==> src/rtl/store_align_buffer.sv <==
// Store alignment and write buffer: lane-aligns masked store data, builds byte
// enables, queues stores in a small FIFO and drains them over a req/ack port.
module store_align_buffer #(
    parameter int         DEPTH = 2,
    parameter logic [5:0] SB_OP = 6'h28,
    parameter logic [5:0] SH_OP = 6'h29,
    parameter logic [5:0] SW_OP = 6'h2B
) (
    input  logic        clk,
    input  logic        rst,
    input  logic        StoreValid,
    input  logic [5:0]  Opcode,
    input  logic [31:0] Addr,
    input  logic [31:0] DataInMasked,
    output logic        StoreStall,
    output logic        AlignErr,
    output logic        BufEmpty,
    output logic        MemReq,
    output logic [31:0] MemAddr,
    output logic [31:0] MemWrData,
    output logic [3:0]  MemWE,
    input  logic        MemAck
);

    localparam int PTR_W = (DEPTH > 1) ? $clog2(DEPTH) : 1;
    localparam int CNT_W = $clog2(DEPTH + 1);
    localparam logic [CNT_W-1:0] FULL_CNT = CNT_W'(DEPTH);

    typedef enum logic {
        S_IDLE,
        S_REQ
    } state_t;

    typedef struct packed {
        logic [29:0] waddr;
        logic [31:0] data;
        logic [3:0]  we;
    } entry_t;

    entry_t             fifo_q [DEPTH];
    entry_t             fifo_d [DEPTH];
    logic [PTR_W-1:0]   wr_ptr_q, wr_ptr_d;
    logic [PTR_W-1:0]   rd_ptr_q, rd_ptr_d;
    logic [CNT_W-1:0]   count_q, count_d;
    state_t             state_q, state_d;
    logic               align_err_q, align_err_d;

    logic               is_store;
    logic               misaligned;
    logic [1:0]         off;
    logic [4:0]         shamt;
    logic [31:0]        algn_data;
    logic [3:0]         algn_we;
    logic [31:0]        lane_mask;
    entry_t             new_entry;
    entry_t             head;
    logic               stall;
    logic               push;
    logic               pop;

    // Big-endian lanes: offset 0 is bits [31:24], so data shifts right with offset.
    always_comb begin
        off        = Addr[1:0];
        shamt      = {off, 3'b000};
        is_store   = StoreValid && ((Opcode == SB_OP) || (Opcode == SH_OP) || (Opcode == SW_OP));
        misaligned = 1'b0;
        algn_data  = '0;
        algn_we    = '0;
        if (Opcode == SB_OP) begin
            algn_we   = 4'b1000 >> off;
            algn_data = DataInMasked >> shamt;
        end else if (Opcode == SH_OP) begin
            if (off[0]) begin
                misaligned = 1'b1;
            end else if (off[1]) begin
                algn_we   = 4'b0011;
                algn_data = DataInMasked >> 16;
            end else begin
                algn_we   = 4'b1100;
                algn_data = DataInMasked;
            end
        end else if (Opcode == SW_OP) begin
            if (off != 2'b00) begin
                misaligned = 1'b1;
            end else begin
                algn_we   = 4'b1111;
                algn_data = DataInMasked;
            end
        end
        lane_mask = {{8{algn_we[3]}}, {8{algn_we[2]}}, {8{algn_we[1]}}, {8{algn_we[0]}}};
        new_entry.waddr = Addr[31:2];
        new_entry.data  = algn_data & lane_mask;
        new_entry.we    = algn_we;
    end

    // Stall uses the registered count only, so a same-cycle pop never frees a slot.
    assign stall = (count_q == FULL_CNT);
    assign push  = is_store && !stall && !misaligned;
    assign pop   = (state_q == S_REQ) && MemAck;
    assign head  = fifo_q[rd_ptr_q];

    always_comb begin
        fifo_d      = fifo_q;
        wr_ptr_d    = wr_ptr_q;
        rd_ptr_d    = rd_ptr_q;
        count_d     = count_q;
        state_d     = state_q;
        align_err_d = is_store && !stall && misaligned;

        if (push) begin
            fifo_d[wr_ptr_q] = new_entry;
            wr_ptr_d         = wr_ptr_q + 1'b1;
        end
        if (pop) begin
            rd_ptr_d = rd_ptr_q + 1'b1;
        end
        case ({push, pop})
            2'b10:   count_d = count_q + 1'b1;
            2'b01:   count_d = count_q - 1'b1;
            default: count_d = count_q;
        endcase

        // Looking at the post-edge count lets a push into an empty buffer request next cycle.
        case (state_q)
            S_IDLE: begin
                if (count_d != '0) begin
                    state_d = S_REQ;
                end
            end
            S_REQ: begin
                if (pop && (count_d == '0)) begin
                    state_d = S_IDLE;
                end
            end
            default: state_d = S_IDLE;
        endcase
    end

    always_ff @(posedge clk) begin
        if (rst) begin
            for (int i = 0; i < DEPTH; i++) begin
                fifo_q[i] <= '0;
            end
            wr_ptr_q    <= '0;
            rd_ptr_q    <= '0;
            count_q     <= '0;
            state_q     <= S_IDLE;
            align_err_q <= 1'b0;
        end else begin
            fifo_q      <= fifo_d;
            wr_ptr_q    <= wr_ptr_d;
            rd_ptr_q    <= rd_ptr_d;
            count_q     <= count_d;
            state_q     <= state_d;
            align_err_q <= align_err_d;
        end
    end

    assign StoreStall = stall;
    assign AlignErr   = align_err_q;
    assign BufEmpty   = (count_q == '0) && (state_q == S_IDLE);
    assign MemReq     = (state_q == S_REQ);
    assign MemAddr    = MemReq ? {head.waddr, 2'b00} : '0;
    assign MemWrData  = MemReq ? head.data : '0;
    assign MemWE      = MemReq ? head.we : '0;

endmodule

==> config.mk <==
export PLATFORM = sky130hd
export DESIGN_NAME = store_align_buffer
export DESIGN_NICKNAME = d
export VERILOG_FILES = /design/src/rtl/store_align_buffer.sv
export SDC_FILE = /design/constraint.sdc
export NUM_CORES = 1
export LEC_CHECK = 0
export CAP_MARGIN = 10
export CORE_UTILIZATION = 40
export CTS_CLUSTER_SIZE = 20
export DETAILED_ROUTE_END_ITERATION = 12
export HOLD_SLACK_MARGIN = 0.05
export PLACE_DENSITY = 0.68
export SYNTH_ARGS = -nofsm -noshare
export SYNTH_HDL_FRONTEND = slang
export SYNTH_SLANG_ARGS = --single-unit
==> constraint.sdc <==
create_clock -name clk -period 2.5 [get_ports clk]
set_input_delay 0.25 -clock clk [delete_from_list [all_inputs] [get_ports clk]]
set_output_delay 0.25 -clock clk [all_outputs]
set_load 0.1 [all_outputs]
==> flow_summary.ini <==
[clocking]
clock_latency_of_the_later_clocked_register_in_the_worst_skew_pair_ns = 0.42
cts-root-buf = clkbuf_16
clock_tree.buffer_depth = 2
cts-resized-gates = 0
worst_setup_hold_path_clk_slew_ns = 0.06
cts_tree = built
cts.sinks = 138
cts_max_level = 4
cts_buffers = 17
post_cts_repair_timing_setup_buffer_count = 0
cts_hold_buf = 0

[drt]
routedLengthMet1_um = 8440
drt_drc = 0
drt-vias-per-instance = 5.25
detail_route.wl_per_cell_um = 16.2
drt_pass1_iterations = 5
drt-initial-drc-count = 486
routed_wl_um = 18700
route.vias.total = 6030
postRouteAntennaNets = 0
routed.top_layer = met4
metal2_wl_um = 8960
wl_met3_um = 925

[finish]
sequential_cell_area_um2 = 2770
filler_cell_count = 1390
post_layout_nonfiller_instances = 1149
multi_input_comb_area_um2 = 3730
final_core_utilization_pct = 61.6
area_growth_syn_to_layout_pct = 49.8
mostFrequentLayoutCell = nand2_1
fraction_of_layout_instances_using_a_drive_strength_above_1_pct = 23.4
layout.nets = 995
most_used_cells_in_the_layout_excluding_fill_and_tap_cells = nand2_1 (172), dfxtp_1 (136), a21oi_1 (94)
diode_insertion_count_for_antenna_repair = 0

[global_routing]
wire_length_of_the_first_global_routing_pass_um = 29900
grt_usage_pct = 22.9
grt_antenna_before_repair = 0
vias_in_the_first_global_route = 5757
globalRoute.totalOverflow = 0
grt_start_max_net_pins = 70

[outcome]
result_of_the_run = completed

[synthesis]
synth_enable_flop_cells = 0
synth.ff_latch_count = 138
post-synth-top-area-cell = dfxtp_1
main_combinational_cell_family_by_area_after_synthesis = simple AND/OR/NAND/NOR gates
fraction_of_registers_with_async_set_or_reset_after_synthesis_pct = 0
synth_flop_cell = dfxtp_1
yosysUniqueCellTypes = 47
synth_compound_area_share_pct = 16.4
synthCells = 793
post_synth_xor_area_fraction_pct = 0.666
netlist.area_leader.share_pct = 42.0
yosysWarnings = 0
synth_simple_gate_area_share_pct = 24.9
mappedNetlistArea_um2 = 6580
muxShareOfSynthArea_pct = 11.4
synthesized_area_per_cell_um2 = 8.30
adder_and_majority_cell_fraction_of_the_synthesized_area_pct = 0.190
synth_area_leaders = dfxtp_1 (42%), mux2i_1 (11%), nand2_1 (9.8%), a21oi_1 (7.1%), nor2b_1 (6.6%)
synth-seq-area-share_pct = 42.0

[critical_path]
timing_worst_setup_path_type = reg -> out
required_ns = 2.25
rr_startpoint = count_q[0]
worst_setup_path_end_kind = output pin
path_max_fanout = 22
start_kind = flop
reg2reg_setup_slack_ns = 0.49
worst_setup_path_startpoint = rd_ptr_q
cp_data_arrival_time_ns = 1.88

[power]
power-per-cell-area_nw_per_um2 = 572
total_power_mw = 5.64
worst_vdd_ir_mv = 0.524
leakagePower_nw = 3.12

[sta]
worst_slew_pin_slew_ns = 0.837
post-route-period-util_pct = 85.3
max_clock_freq_ghz = 0.469
maxSlewViolCount = 0
grt_setup_unrepaired = no
finalHoldViolCount = 0
max-slew-margin-rel_pct = 43.8
hold_slack_ns = 0.343
setup-violations-final = 0
min_period_ns = 2.13
clock-skew-final_ns = 0.0102

[flow_run]
drv_cap = 0

[placement]
placement.io_buffers = 143
gp_routability_congestion = 0.941
detailedPlacementHpwl_um = 12500
dpl.cell_count = 1117

[die]
coreArea_um2 = 16000
num_rows = 46
floorplan.io_pins = 146
fp.dieH_um = 130
effective_utilization_at_floorplan_pct = 41.1
fp.dieW_um = 130
fp.dieArea_um2 = 17000

[hold_path]
timing.hold.worst.start = rst
hold_class = in -> reg
==> logic make-up after synthesis <==
kind of cell | after synthesis
muxes | 75
and+or+nand+nor | 330
buffers and inverters | 69
xor gates and xnor gates | 5
adders and majority gates | 1
DFF | 138
other | 1
AOI/OAI and AO/OA | 174
==> registers in the layout, indices dropped and copies added, names as in the netlist <==
register / count
AlignErr: 1
MemReq: 1
count_q: 2
fifo_q: 132
rd_ptr_q: 1
wr_ptr_q: 1
==> stage by stage <==
step,TNS (ns),instance area [um2],worst slack [ns]
5_1_grt,0,9860,0.247
6_report,0,9860,0.367
2_1_floorplan,-3.09,6780,-0.114
4_1_cts,0,9860,0.337
3_3_place_gp,0,9180,0.129
3_5_place_dp,0,9180,0.149
==> area by class of cell <==
| class | count | area share (%) |
|---|---|---|
| clock buffers | 21 | 4.77 |
| clock inverters | 11 | 2.16 |
| inverters | 3 | 0.114 |
| multi-input cells | 587 | 37.9 |
| flip-flops and latches | 138 | 28.1 |
| well taps | 216 | 2.74 |
| repair buffers | 173 | 24.3 |
==> metal layers <==
layer | global-route usage [%] | vias up
li1 | - | 2986
met1 | 30.3 | 2841
met2 | 36.8 | 176
met3 | 4.18 | 27
met4 | 9.03 | 0
met5 | 0 | -
==> worst max-delay path, cell delays in order, from the launching register on <==
cell and delay [ns]:
dfxtp_4 0.61, buf_12 0.26, mux2i_1 0.30, nor2b_2 0.09
buf_12 0.17
==> cells in the mapped netlist, types with 8 or more instances <==
cell        n
nand2_1   172
dfxtp_1   138
a21oi_1    94
mux2i_1    74
nor2b_1    69
clkbuf_1   46
nor2_1     35
a22oi_1    24
a22o_1     16
nand3b_1   16
a221o_1    10
buf_2      10
nand2b_1    9
nand4_1     8
==> worst paths after layout <==
path | cells past startpoint | end
worst max register to register | 6 | fifo_q[35]
worst min-delay path | 2 | fifo_q[74]
worst min register to register | 2 | fifo_q[109]
worst max-delay path | 4 | MemWrData[20]
==> power breakdown <==
| part | switching [mW] | internal (mW) | leakage, nW |
|---|---|---|---|
| Sequential | 0.0161 | 2.21 | 1.11 |
| Combinational | 0.272 | 0.252 | 1.67 |
| Clock | 0.940 | 1.95 | 0.338 |
| Total | 1.23 | 4.41 | 3.12 |
(Power assumes the default switching activity.)
